[src/rtl/menu_button_ctrl.sv]
// menu_button_ctrl: hit-tests the cursor against the Start/Connect buttons,
// registers hover flags and emits single-cycle click strobes.
module menu_button_ctrl #(
  parameter int unsigned START_X0 = 220,
  parameter int unsigned START_X1 = 419,
  parameter int unsigned START_Y0 = 250,
  parameter int unsigned START_Y1 = 309,
  parameter int unsigned CONN_X0  = 220,
  parameter int unsigned CONN_X1  = 419,
  parameter int unsigned CONN_Y0  = 320,
  parameter int unsigned CONN_Y1  = 379
) (
  input  logic       clk,
  input  logic       rst_n,
  input  logic       menu_active,
  input  logic [9:0] MOUSE_X,
  input  logic [9:0] MOUSE_Y,
  input  logic       MOUSE_LEFT,
  input  logic       connected,
  output logic       mouse_on_start_button,
  output logic       mouse_on_connect_button,
  output logic       start_pulse,
  output logic       connect_req,
  output logic [1:0] btn_state
);

  localparam int unsigned COORD_W = 10;

  localparam logic [COORD_W-1:0] SX0 = COORD_W'(START_X0);
  localparam logic [COORD_W-1:0] SX1 = COORD_W'(START_X1);
  localparam logic [COORD_W-1:0] SY0 = COORD_W'(START_Y0);
  localparam logic [COORD_W-1:0] SY1 = COORD_W'(START_Y1);
  localparam logic [COORD_W-1:0] CX0 = COORD_W'(CONN_X0);
  localparam logic [COORD_W-1:0] CX1 = COORD_W'(CONN_X1);
  localparam logic [COORD_W-1:0] CY0 = COORD_W'(CONN_Y0);
  localparam logic [COORD_W-1:0] CY1 = COORD_W'(CONN_Y1);

  typedef enum logic [1:0] {
    IDLE      = 2'd0,
    ARM_START = 2'd1,
    ARM_CONN  = 2'd2,
    WAIT_REL  = 2'd3
  } btn_state_t;

  btn_state_t state_q, state_d;
  logic       left_d;
  logic       hit_s, hit_c;
  logic       press, rel;
  logic       start_d, conn_d;

  // Rectangle hit tests (inclusive bounds) and mouse-button edge detection.
  always_comb begin
    hit_s = (MOUSE_X >= SX0) && (MOUSE_X <= SX1) && (MOUSE_Y >= SY0) && (MOUSE_Y <= SY1);
    hit_c = (MOUSE_X >= CX0) && (MOUSE_X <= CX1) && (MOUSE_Y >= CY0) && (MOUSE_Y <= CY1);
    press = MOUSE_LEFT & ~left_d;
    rel   = ~MOUSE_LEFT & left_d;
  end

  // Next-state and next-strobe logic; a disabled menu forces IDLE with no strobes.
  always_comb begin
    state_d = state_q;
    start_d = 1'b0;
    conn_d  = 1'b0;
    if (!menu_active) begin
      state_d = IDLE;
    end else begin
      case (state_q)
        IDLE: begin
          if (press) begin
            if (hit_s)                  state_d = ARM_START;
            else if (hit_c && !connected) state_d = ARM_CONN;
            else                        state_d = WAIT_REL;
          end else if (MOUSE_LEFT && left_d) begin
            // held with no edge (e.g. through reset or re-enable): never arm
            state_d = WAIT_REL;
          end
        end
        ARM_START: begin
          if (rel) begin
            start_d = hit_s;
            state_d = IDLE;
          end
        end
        ARM_CONN: begin
          // link coming up while armed cancels the click, even on a same-cycle release
          if (connected) begin
            state_d = WAIT_REL;
          end else if (rel) begin
            conn_d  = hit_c;
            state_d = IDLE;
          end
        end
        WAIT_REL: begin
          if (!MOUSE_LEFT) state_d = IDLE;
        end
        default: state_d = IDLE;
      endcase
    end
  end

  // State, button history and registered outputs.
  always_ff @(posedge clk) begin
    if (!rst_n) begin
      state_q                 <= IDLE;
      left_d                  <= 1'b1;
      mouse_on_start_button   <= 1'b0;
      mouse_on_connect_button <= 1'b0;
      start_pulse             <= 1'b0;
      connect_req             <= 1'b0;
    end else begin
      state_q                 <= state_d;
      left_d                  <= MOUSE_LEFT;
      mouse_on_start_button   <= hit_s & menu_active;
      mouse_on_connect_button <= hit_c & menu_active;
      start_pulse             <= start_d;
      connect_req             <= conn_d;
    end
  end

  assign btn_state = state_q;

endmodule

[config.mk]
export PLATFORM = sky130hd
export DESIGN_NAME = menu_button_ctrl
export DESIGN_NICKNAME = d
export VERILOG_FILES = /design/src/rtl/menu_button_ctrl.sv
export SDC_FILE = /design/constraint.sdc
export NUM_CORES = 1
export LEC_CHECK = 0
export CORE_AREA = 8 8 45 47
export DETAILED_ROUTE_END_ITERATION = 8
export DIE_AREA = 0 0 53 55
export PLACE_DENSITY = 0.83
export SETUP_SLACK_MARGIN = 0.1
export SLEW_MARGIN = 20
export SYNTH_ARGS = -nofsm -noshare
export SYNTH_HDL_FRONTEND = slang
export SYNTH_SLANG_ARGS = --single-unit
[constraint.sdc]
create_clock -name clk -period 1.5 [get_ports clk]
set_input_delay 0.225 -clock clk [delete_from_list [all_inputs] [get_ports clk]]
set_output_delay 0.225 -clock clk [all_outputs]
set_load 0.01 [all_outputs]
# After elaboration in Yosys (flattened, before gate mapping)
# Index checks and enable logic that the tools add are counted.
# W data, S select, Z words.
# totals
out_inout_bits	6
word_cells	48
inputBits	25
ff_bits	7
# op_classes
n_reduce_logical	13
n_mux	8
n_bitwise	10
eq_ne	5
n_lt_le_gt_ge	6
# op_table
operator	count
$le A10 B9 Y1 const B	3
$ge A10 B8 Y1 const B	2
$mux W2	6
$ge A10 B9 Y1 const B	1
$pmux W2 S4	1
$logic_and A1 B1 Y1	7
$not A1 Y1	6
$reduce_or A5 Y1	1
$and A1 B1 Y1	4
$eq A2 B2 Y1 const B	2
$reduce_and A2 Y1	2
$reduce_and A4 Y1	1
$ne A3 B3 Y1 const B	1
$eq A2 B1 Y1 const B	1
$logic_not A2 Y1	1
$ne A2 B2 Y1 const B	1
$logic_not A1 Y1	1
$mux W1	1

# Longest topological paths before layout
# Gate-level depths: netlist of run 1.
# depth
depth_word	9
mapped_depth	4

# Worst setup path after synthesis of run 1
# Ideal clock, no wire load.
# synth_path
path_type	input port to flip-flop
from	in MOUSE_X[4]
to	reg state_q[1], in the netlist btn_state[1]
t_required_ps	1378
path_buffers	0
path_stages	4
t_arrival_ps	1264
path_slack_ps	114
cell_sequence	nor3_2 > o32ai_1 > or4_1 > o311a_1
# synth_between
elab_chain_cells	7
# synth_lines
element	line_no	text
start: declaration	16	input logic [9:0] MOUSE_X,
$ge A10 B8 Y1 or $le A10 B9 Y1 (tied branches)	53	hit_s = (MOUSE_X >= SX0) && (MOUSE_X <= SX1) && (MOUSE_Y >= SY0) && (MOUSE_Y <= SY1);
$logic_and A1 B1 Y1 (*) (3 in series)	53	
$mux W2 (*)	70	if (hit_s) state_d = ARM_START;
$mux W2 (*)	69	if (press) begin
$pmux W2 S4 (*)	67	case (state_q)
end signal: assignment	111	state_q <= state_d;
end: declaration	45	btn_state_t state_q, state_d;
# Every way passes the cells marked *; elsewhere a longest branch is shown, timed or not.
# A chain may end at the register's enable or synchronous reset.

# Worst setup path after layout of run 1
# layout_path
from	in MOUSE_Y[1]
to	reg start_pulse
# layout_between
elab_chain_cells	3
# layout_lines
element	line_no	text
start: declaration	17	input logic [9:0] MOUSE_Y,
$ge A10 B8 Y1	53	
$logic_and A1 B1 Y1	53	
$logic_and A1 B1 Y1 (*)	53	
end signal: assignment	115	start_pulse <= start_d;
end: declaration	22	output logic start_pulse,
# Marks and branches as above.

==> run metrics, run 1 <==
Power Dens Cells=a little over 600 mW/mm^2; Clock Skew=between 1.5 and 2 ps; Hold/Removal Path Class=input pin to flip-flop; clk_lat worst skew=around 260 ps; Detailed Routing Iterations Pass 1=4; Inserted Diodes=0; total number of vias=around 510; Clock transition at path regs=~50 ps; number of different library cells in the post-synthesis netlist=23; iteration-0 DRC count of the detailed router=6; nature of the critical path endpoint=flip-flop; half-perimeter wire length after placement=roughly 1000 um; number of enable-type register cells in the synthesized netlist=0; area of placed instances=approximately 690 um^2; dominant cell by count in the synthesized netlist=sky130_fd_sc_hd__nand2_1; Final GP Congestion=between 0.7 and 0.8; Switching Power=0.130 mW; fraction of registers with async set or reset after synthesis=0%; r2r setup slk=between 100 and 150 ps; Die W=53 um; final count of negative-setup-slack endpoints=0; area of the mapped netlist=~390 um^2; final number of hold-violating endpoints=0; worst slew pin tran=between 200 and 250 ps; r2r startpoint=left_d$_SDFF_PN1_; overall die height=between 50 and 60 um; met2 track demand over resource in global routing=16.4%; Synth Instances=49; share of the synthesized area in the top cell type=36.1%; number of buffers inserted by port buffering=27; global-route wire length before repair=2120 um; relative contribution of combinational cells to total power=approximately a quarter; I/O pin cnt=31; Clock Path Buffers=2; final layout net count=between 100 and 150; worst reg2reg path depth=3; CTS sink cnt=7; critical path class=input pin to flip-flop; capture instance of the worst register-to-register path=btn_state[1]$_SDFFE_PN0P_; cell type with the highest aggregate area in the netlist=sky130_fd_sc_hd__dfxtp_1; end point of the worst hold path=mouse_on_connect_button$_SDFF_PN0_; final critical path time including I/O delays and setup=approximately 1400 ps; Fmax=between 700 and 800 MHz; Critical path origin=MOUSE_Y[1]; sort of element at the start of the critical path=input pin; die footprint=slightly below 0.003 mm^2; Core Footprint=approximately 0.0014 mm^2; cell area after layout=797 um^2; vias in the first global route=between 500 and 600; dominant cells by area after synthesis=sky130_fd_sc_hd__dfxtp_1, sky130_fd_sc_hd__nand2_1, sky130_fd_sc_hd__o2111ai_1; Syn Area/Cell=roughly 7.9 um^2; top cells by count, synth=sky130_fd_sc_hd__nand2_1, sky130_fd_sc_hd__dfxtp_1, sky130_fd_sc_hd__nor2_1, sky130_fd_sc_hd__inv_1; sequential cell area fraction in the yosys report=36.1%; number of antenna violations at the first check in global routing=0; total routing resource utilization after global routing=10.0%; final cycle utilization of the critical path=between 90 and 100%; cell count of the worst hold path=4; M1 GR Usage=9.01%; fraction of final layout cells with drive strength greater than 1=about a quarter; cell chain of the critical path=clkdlybuf4s50_1 > a21oi_2 > nor2_1 > o32a_1 > buf_4 > nor4_1; Top Usage Layer GRT=met2; met3 Track Usage GR=slightly below 6%; depth of the CTS H-tree=1; Hold Startpoint=MOUSE_Y[9]; main flop type after synthesis=sky130_fd_sc_hd__dfxtp_1; number of remaining DRC errors=0; post-synth net total=74; Ys Warns=0; gr ovfl total=0; initial cell density of the core=around 28%; number of maximum-capacitance constraint violations=0; Avg Vias per Cell=a little over 5; highest-delay cell along the critical path=sky130_fd_sc_hd__clkdlybuf4s50_1; Final Util=a little under three fifths; crit-path max cell delay=~440 ps; fill count=133; synthesis-to-layout area growth=105%; result of the run=completed; share of power burned in the clock network=a little over a third; aggregate routed wire length=1400 um; Clock Root Buffer=sky130_fd_sc_hd__clkbuf_4; count of nets left with antenna violations after detail routing=0; Max FO, Critical Path=2; wire length per cell after detailed routing=14.0 um; setup repair after global routing missed its margin=yes; TritonCTS clock tree=yes; area taken by multi-input logic gates=roughly 290 um^2; floorplan row count=14; leakage power figure=about 0.36 nW; power share of the sequential group=around two fifths; number of synthesized register bits=7; number of max-slew violations in the final report=0; data arrival time of the critical path=1540 ps; normalized max-slew margin=83.9%; FF+latch area=143 um^2; largest net degree at the start of global routing=10; required arrival time at the worst endpoint=~1700 ps; Internal=about 0.37 mW; setup_tns=0 ps; largest voltage drop on the vdd net=approximately 0.36 mV; switching share of total power=26.2%; Num CTS Buffers=3
[per-layer routing]
metal  vias up  part of all wire, %
met5         -                    0
met4         0                  2.1
met3         4                   13
met2        28                   52
met1       224                   33
li1        253                    -
[how the worst max path moves through the flow]
stage	slack (ps)	end	depth (start not counted)
3_3_place_gp	-380	btn_state[1]$_SDFFE_PN0P_	5
6_report	110	start_pulse$_SDFF_PN0_	6
4_1_cts	20	btn_state[1]$_SDFFE_PN0P_	4
2_1_floorplan	110	btn_state[1]$_SDFFE_PN0P_	4
5_1_grt	90	start_pulse$_SDFF_PN0_	6
3_5_place_dp	-450	btn_state[1]$_SDFFE_PN0P_	5
[cells by family (layout without fill, tap and decap cells)]
logic type / count (synthesis) / count (layout) / synth area share (%)
XOR/XNOR: 1 / 1 / 2.26
buffers and inverters: 3 / 38 / 2.90
AND/OR/NAND/NOR: 27 / 27 / 36.8
flip-flops: 7 / 7 / 36.1
AO/OA/AOI/OAI: 11 / 11 / 21.9
[cell type report]
class                           count  share of cell area [%]
Inverter                            3                    1.41
Tap cell                           16                    2.51
Sequential cell                     7                    17.9
Clock buffer                        4                    3.30
Multi-Input combinational cell     39                    35.9
Timing Repair Buffer               31                    38.9
[critical path: cells and delay by family]
kind / cells / cell delay, ps
AND/OR/NAND/NOR: 2 / 270
buffers and inverters: 2 / 590
AO/OA/AOI/OAI: 2 / 450
[sequential cells by signal, summed over array words and instances (netlist names)]
| register | flops |
|---|---|
| connect_req | 1 |
| mouse_on_start_button | 1 |
| btn_state | 2 |
| mouse_on_connect_button | 1 |
| start_pulse | 1 |
| left_d | 1 |
[layout by cell type, fill, tap and decap left out, types with 2 or more instances in the layout]
master / instances
sky130_fd_sc_hd__o21ai_0: 2
sky130_fd_sc_hd__nor3_1: 2
sky130_fd_sc_hd__clkdlybuf4s15_1: 3
sky130_fd_sc_hd__clkdlybuf4s50_1: 14
sky130_fd_sc_hd__nand3b_1: 2
sky130_fd_sc_hd__dfxtp_1: 5
sky130_fd_sc_hd__inv_1: 3
sky130_fd_sc_hd__dlymetal6s2s_1: 6
sky130_fd_sc_hd__nand2_1: 7
sky130_fd_sc_hd__clkbuf_4: 3
sky130_fd_sc_hd__dlygate4sd2_1: 4
sky130_fd_sc_hd__nor2_1: 3
sky130_fd_sc_hd__dfxtp_2: 2
sky130_fd_sc_hd__buf_4: 4
[power groups by stage]
stage / combinational, mW / sequential (mW) / clock, mW
3_5_place_dp: 0.113 / 0.201 / 0
3_3_place_gp: 0.110 / 0.200 / 0
4_1_cts: 0.109 / 0.197 / 0.181
2_1_floorplan: 0.0330 / 0.201 / 0
5_1_grt: 0.133 / 0.198 / 0.195
6_report: 0.123 / 0.198 / 0.176
[per-stage QoR]
stage          power (mW)  std cells  hold slack (ps)  setup WS, ps
4_1_cts             0.487         98              476          17.4
2_1_floorplan       0.234         49              294           114
6_report            0.497        100              319           114
3_3_place_gp        0.310         93              518          -385
3_5_place_dp        0.313         93              532          -448
5_1_grt             0.525        100              349          88.6
[what timing repair did]
item / CTS / global route
pin swaps: 4 / 7
cloned: 0 / 0
gates resized for setup: 9 / 19
endpoints found under the setup margin: 6 / 3
setup buffers: 1 / 2
hold buffers: 0 / 0
Note: power is estimated with default switching activity, not from simulation.
==> run 2: changes to the inputs <==
--- a/config.mk
+++ b/config.mk
@@ -5,9 +5,10 @@
 export SDC_FILE = /design/constraint.sdc
 export NUM_CORES = 1
 export LEC_CHECK = 0
-export CORE_AREA = 8 8 45 47
+export CORE_AREA = 2 2 39 41
+export CTS_BUF_LIST = sky130_fd_sc_hd__clkbuf_4
 export DETAILED_ROUTE_END_ITERATION = 8
-export DIE_AREA = 0 0 53 55
+export DIE_AREA = 0 0 41 43
 export PLACE_DENSITY = 0.83
 export SETUP_SLACK_MARGIN = 0.1
 export SLEW_MARGIN = 20
==> run 2 against run 1 <==
  * Combinational power shrank 7%
  * Clock power grew 6%
  * Clock-buffer cell count is the same
==> run metrics, run 2 (synthesized netlist as in run 1, its figures left out) <==
result of the run=completed; global-route wire length before repair=1740 um (-18%); number of remaining DRC errors=0 (unchanged); Final GP Congestion=0.751 (+4.7%); data arrival time of the critical path=1500 ps (-40 ps); number of maximum-capacitance constraint violations=0 (unchanged); most frequent cells in the layout=sky130_fd_sc_hd__dlygate4sd2_1, sky130_fd_sc_hd__dlymetal6s2s_1, sky130_fd_sc_hd__nand2_1, sky130_fd_sc_hd__clkdlybuf4s50_1, sky130_fd_sc_hd__dfxtp_1; Detailed Routing Iterations Pass 1=4 (unchanged); Fmax=733 MHz (+1.5%); max FFs per register=2 (unchanged); clk_lat worst skew=240 ps (-20 ps); Num CTS Buffers=3 (unchanged); Clock Path Buffers=2 (unchanged); Hold Startpoint=MOUSE_Y[8]; Core Footprint=0.00138 mm^2 (unchanged); r2r setup slk=140 ps (about the same); final layout net count=110 (unchanged); fraction of final layout cells with drive strength greater than 1=21.4% (-2.4 points); TritonCTS clock tree=yes; I/O pin cnt=31 (unchanged); nature of the critical path endpoint=flip-flop; cell chain of the critical path=nand2b_1 > or4_4 > o311a_1; iteration-0 DRC count of the detailed router=9 (+3); total number of vias=516 (+1.4%); critical path's top delay family=simple AND/OR/NAND/NOR gates; Clock transition at path regs=50 ps (about the same); number of buffer and inverter stages on the critical path=0 (-2); number of antenna violations at the first check in global routing=0 (unchanged); count of nets left with antenna violations after detail routing=0 (unchanged); crit-path max cell delay=510 ps (+70 ps); Max FO, Critical Path=3 (+1); Critical path origin=left_d$_SDFF_PN1_; initial cell density of the core=28.0% (unchanged); worst slew pin tran=236 ps (-3.47 ps); final count of negative-setup-slack endpoints=0 (unchanged); critical path class=flip-flop to flip-flop; vias in the first global route=507 (unchanged); depth of the CTS H-tree=1 (unchanged); number of buffers inserted by port buffering=27 (unchanged); leakage power figure=0.392 nW (+8.1%); Avg Vias per Cell=5.16 (+1.4%); Die W=41 um (-23%); required arrival time at the worst endpoint=1630 ps (-30 ps); final number of hold-violating endpoints=0 (unchanged); Clock Root Buffer=sky130_fd_sc_hd__clkbuf_4; most frequent standard cell in the layout excluding fill and tap cells=sky130_fd_sc_hd__dlygate4sd2_1; half-perimeter wire length after placement=870 um (-17%); highest-delay cell along the critical path=sky130_fd_sc_hd__or4_4; setup repair after global routing missed its margin=yes; aggregate routed wire length=1120 um (-20%); die footprint=0.00176 mm^2 (-40%); normalized max-slew margin=84.1% (+0.21 points); r2r startpoint=left_d$_SDFF_PN1_; sort of element at the start of the critical path=flip-flop; gr ovfl total=0 (unchanged); Inserted Diodes=0 (unchanged); floorplan row count=14 (unchanged); number of max-slew violations in the final report=0 (unchanged); synthesis-to-layout area growth=102%; hold buffers post-CTS=0 (unchanged); largest net degree at the start of global routing=10 (unchanged); Hold/Removal Path Class=input pin to flip-flop; overall die height=43 um (-22%); Power Dens Cells=634 mW/mm^2 (+1.7%); largest voltage drop on the vdd net=0.384 mV (+5.3%); CTS sink cnt=7 (unchanged); total routing resource utilization after global routing=14.0% (+4.0 points); final cycle utilization of the critical path=91.0% (-1.4 points); final critical path time including I/O delays and setup=1360 ps (-21.0 ps); wire length per cell after detailed routing=11.2 um (-20%); Clock Skew=2.89 ps (+1.35 ps); Final Total Pwr=0.498 mW (about the same); setup_tns=0 ps (unchanged)
==> run 2: cell types whose count changed in the layout (fill, tap and decap cells not counted), moves of 3 or more <==
cell                              before  now
sky130_fd_sc_hd__clkdlybuf4s50_1      14    8
sky130_fd_sc_hd__dlygate4sd2_1         4   10
sky130_fd_sc_hd__clkdlybuf4s15_1       3    0
sky130_fd_sc_hd__dlymetal6s2s_1        6    9
==> run 2: per-stage QoR <==
step                      util, %  cells  hold WS, ps  setup WS (ps)  area [um^2]
final                        56.7    100          321            135          785
after global routing         56.7    100          324           90.0          785
after CTS                    52.8     99          461           71.9          731
after detailed placement     50.1     94          518           -426          693
after global placement       50.1     94          520           -382          693
after floorplan                 -     49          294            114          388
==> run 2: layout make-up <==
cell class,count,area [um^2]
Multi-Input combinational cell,39,270
Inverter,3,11.3
Clock buffer,4,30.0
Timing Repair Buffer,31,310
Fill cell,143,599
Sequential cell,7,143
Tap cell,16,20.0
==> run 2: power by group <==
part,total [mW],switching (mW),internal [mW],leakage (nW)
sequential,0.197,0.00602,0.191,0.0571
clock,0.186,0.0666,0.119,0.0184
combinational,0.114,0.0469,0.0675,0.316
total,0.498,0.119,0.378,0.392
==> run 2: layer usage <==
metal	share of wire [%]	vias up	track usage, %
met4	2.4	0	5.33
li1	-	253	-
met1	37	231	15.5
met3	9.5	4	5.76
met2	51	28	22.5
met5	0	-	0
==> run 2: worst register-to-register path: stages (launching register included) <==
cell                       delay (ps)
sky130_fd_sc_hd__dfxtp_2          320
sky130_fd_sc_hd__nand2b_1         130
sky130_fd_sc_hd__or4_4            510
sky130_fd_sc_hd__o311a_1          290
==> run 2: final timing paths <==
kind	endpoint	cells past startpoint
min	mouse_on_connect_button$_SDFF_PN0_	3
max	btn_state[1]$_SDFFE_PN0P_	3
max reg2reg	btn_state[1]$_SDFFE_PN0P_	3
min reg2reg	connect_req$_SDFF_PP0_	2
==> run 2: repair_timing <==
| action | in CTS | in global routing |
|---|---|---|
| gates cloned | 0 | 0 |
| endpoints found under the hold margin | 0 | 0 |
| pin swaps | 6 | 4 |
| gates resized for setup | 13 | 15 |
| endpoints found under the setup margin | 6 | 3 |
| buffers inserted | 1 | 1 |
==> run 3: changes to the inputs <==
--- a/config.mk
+++ b/config.mk
@@ -5,6 +5,7 @@
 export SDC_FILE = /design/constraint.sdc
 export NUM_CORES = 1
 export LEC_CHECK = 0
+export CAP_MARGIN = 10
 export CORE_AREA = 2 2 39 41
 export CTS_BUF_LIST = sky130_fd_sc_hd__clkbuf_4
 export DETAILED_ROUTE_END_ITERATION = 8
==> constraint.sdc (replaced) <==
create_clock -name clk -period 1.5 [get_ports clk]
set_input_delay 0.225 -clock clk [delete_from_list [all_inputs] [get_ports clk]]
set_output_delay 0.225 -clock clk [all_outputs]
set_load 0.05 [all_outputs]
==> run 3 against run 2 <==
  * Sequential cell count is the same
  * Critical path depth did not move
  * Clock power increased by 5%
  * Clock-buffer cell count unchanged
  * Global-route usage increased by 2.7 points
  * Fmax is essentially flat
  * Register-to-register slack is essentially flat
  * First-iteration DRC count unchanged
  * Largest cell class unchanged
  * Largest power group unchanged
  * Highest routed layer unchanged
==> run metrics, run 3 (synthesized netlist as in run 1, its figures left out) <==
final critical path time including I/O delays and setup=1370 ps (+0.368 ps); most frequent cells in the layout=sky130_fd_sc_hd__clkdlybuf4s50_1, sky130_fd_sc_hd__nand2_1, sky130_fd_sc_hd__dlygate4sd2_1, sky130_fd_sc_hd__buf_4, sky130_fd_sc_hd__dfxtp_1; M1 GR Usage=14.9% (-0.65 points); Place WS=-451 ps (-25.7 ps); count of nets left with antenna violations after detail routing=0 (unchanged); synthesis-to-layout area growth=100%; Clock Path Buffers=2 (unchanged); area of placed instances=703 um^2 (+1.4%); worst slew pin tran=366 ps (+129 ps); global-route wire length before repair=1980 um (+14%); met2 track demand over resource in global routing=29.1% (+6.6 points); worst-case hold slack=334 ps (+13.2 ps); Fmax=733 MHz (about the same); Avg Vias per Cell=5.20 (+0.78%); normalized max-slew margin=75.6% (-8.5 points); gr ovfl total=0 (unchanged); number of antenna violations at the first check in global routing=0 (unchanged); floorplan row count=14 (unchanged); final number of hold-violating endpoints=0 (unchanged); sort of element at the start of the critical path=flip-flop; Power Dens Cells=679 mW/mm^2 (+7.0%); met3 Track Usage GR=7.33% (+1.6 points); final layout net count=110 (unchanged); CTS sink cnt=7 (unchanged); leakage power figure=0.361 nW (-7.9%); nature of the critical path endpoint=flip-flop; aggregate routed wire length=1190 um (+6.8%); vias in the first global route=528 (+4.1%); result of the run=completed; largest voltage drop on the vdd net=0.400 mV (+4.1%); final count of negative-setup-slack endpoints=0 (unchanged); max FFs per register=2 (unchanged); Clock Skew=3.52 ps (+0.629 ps); iteration-0 DRC count of the detailed router=9 (unchanged); Die W=41 um (unchanged); wire length per cell after detailed routing=11.9 um (+6.8%); Clock Root Buffer=sky130_fd_sc_hd__clkbuf_4; Num CTS Buffers=3 (unchanged); total number of vias=520 (+0.78%); number of remaining DRC errors=0 (unchanged); Clock transition at path regs=60 ps (about the same); Inserted Diodes=0 (unchanged); Setup WS post-layout=135 ps (-0.368 ps); overall die height=43 um (unchanged); critical path class=flip-flop to flip-flop; Final Util=56.1% (-0.54 points); setup_tns=0 ps (unchanged); hold buffers post-CTS=0 (unchanged); setup repair after global routing missed its margin=no; Core Footprint=0.00138 mm^2 (unchanged); most frequent standard cell in the layout excluding fill and tap cells=sky130_fd_sc_hd__clkdlybuf4s50_1; Detailed Routing Iterations Pass 1=4 (unchanged); I/O pin cnt=31 (unchanged); Max FO, Critical Path=2 (-1); total routing resource utilization after global routing=16.7% (+2.7 points); number of max-slew violations in the final report=0 (unchanged); required arrival time at the worst endpoint=1640 ps (about the same); Final GP Congestion=0.767 (+2.1%); depth of the CTS H-tree=1 (unchanged); cell area after layout=777 um^2 (-0.96%); Hold/Removal Path Class=input pin to flip-flop; initial cell density of the core=28.0% (unchanged); die footprint=0.00176 mm^2 (unchanged); data arrival time of the critical path=1510 ps (about the same); fraction of final layout cells with drive strength greater than 1=25.0% (+3.6 points); area taken by multi-input logic gates=264 um^2 (-2.3%); number of buffers inserted by port buffering=27 (unchanged); Top Usage Layer GRT=met2; final cycle utilization of the critical path=91.0% (about the same); TritonCTS clock tree=yes; number of maximum-capacitance constraint violations=0 (unchanged); fill count=134 (-6.3%); clk_lat worst skew=250 ps (about the same); half-perimeter wire length after placement=932 um (+7.2%); largest net degree at the start of global routing=10 (unchanged); FF+latch area=141 um^2 (-0.88%)
[run 3: worst max-delay path, cell delays in order, from the launching register on]
cell	delay (ps)
sky130_fd_sc_hd__dfxtp_2	320
sky130_fd_sc_hd__nand2b_4	130
sky130_fd_sc_hd__or4_4	510
sky130_fd_sc_hd__o311a_1	300
[run 3: per-stage QoR]
stage / power, mW / instances
floorplan: 0.243 / 49
global placement: 0.328 / 94
detailed placement: 0.332 / 94
CTS: 0.523 / 100
global route: 0.558 / 100
finish: 0.527 / 100
[run 3: cell type report]
type / instances / share of cell area (%)
Timing Repair Buffer: 31 / 39.9
Multi-Input combinational cell: 39 / 34.0
Sequential cell: 7 / 18.2
Clock buffer: 4 / 3.86
Tap cell: 16 / 2.58
Inverter: 3 / 1.45
[run 3: power breakdown]
| group | switching [mW] | leakage (nW) | internal (mW) |
|---|---|---|---|
| combinational | 0.0553 | 0.286 | 0.0768 |
| clock | 0.0762 | 0.0184 | 0.120 |
| sequential | 0.00810 | 0.0567 | 0.191 |
| total | 0.140 | 0.361 | 0.388 |
[run 3: final timing paths]
| path | startpoint | endpoint | slack (ps) | cells past startpoint |
|---|---|---|---|---|
| setup / recovery | left_d$_SDFF_PN1_ | btn_state[1]$_SDFFE_PN0P_ | 130 | 3 |
| hold reg to reg | btn_state[0]$_SDFFE_PN0P_ | start_pulse$_SDFF_PN0_ | 590 | 2 |
| hold / removal | MOUSE_Y[7] | mouse_on_connect_button$_SDFF_PN0_ | 330 | 4 |
| setup reg to reg | left_d$_SDFF_PN1_ | btn_state[1]$_SDFFE_PN0P_ | 130 | 3 |
[run 3: metal layers]
metal	up-vias	share of wire (%)	routed length (um)
met5	-	0	0
met4	0	2.9	34
met3	4	9.2	110
met2	30	52	617
met1	231	36	430
li1	255	-	-
[run 3: timing repair]
| item | CTS | global route |
|---|---|---|
| endpoints found under the hold margin | 0 | 0 |
| buffers inserted | 2 | 0 |
| setup endpoints to repair | 5 | 3 |
| resized for setup | 12 | 6 |
| pin swaps | 8 | 4 |
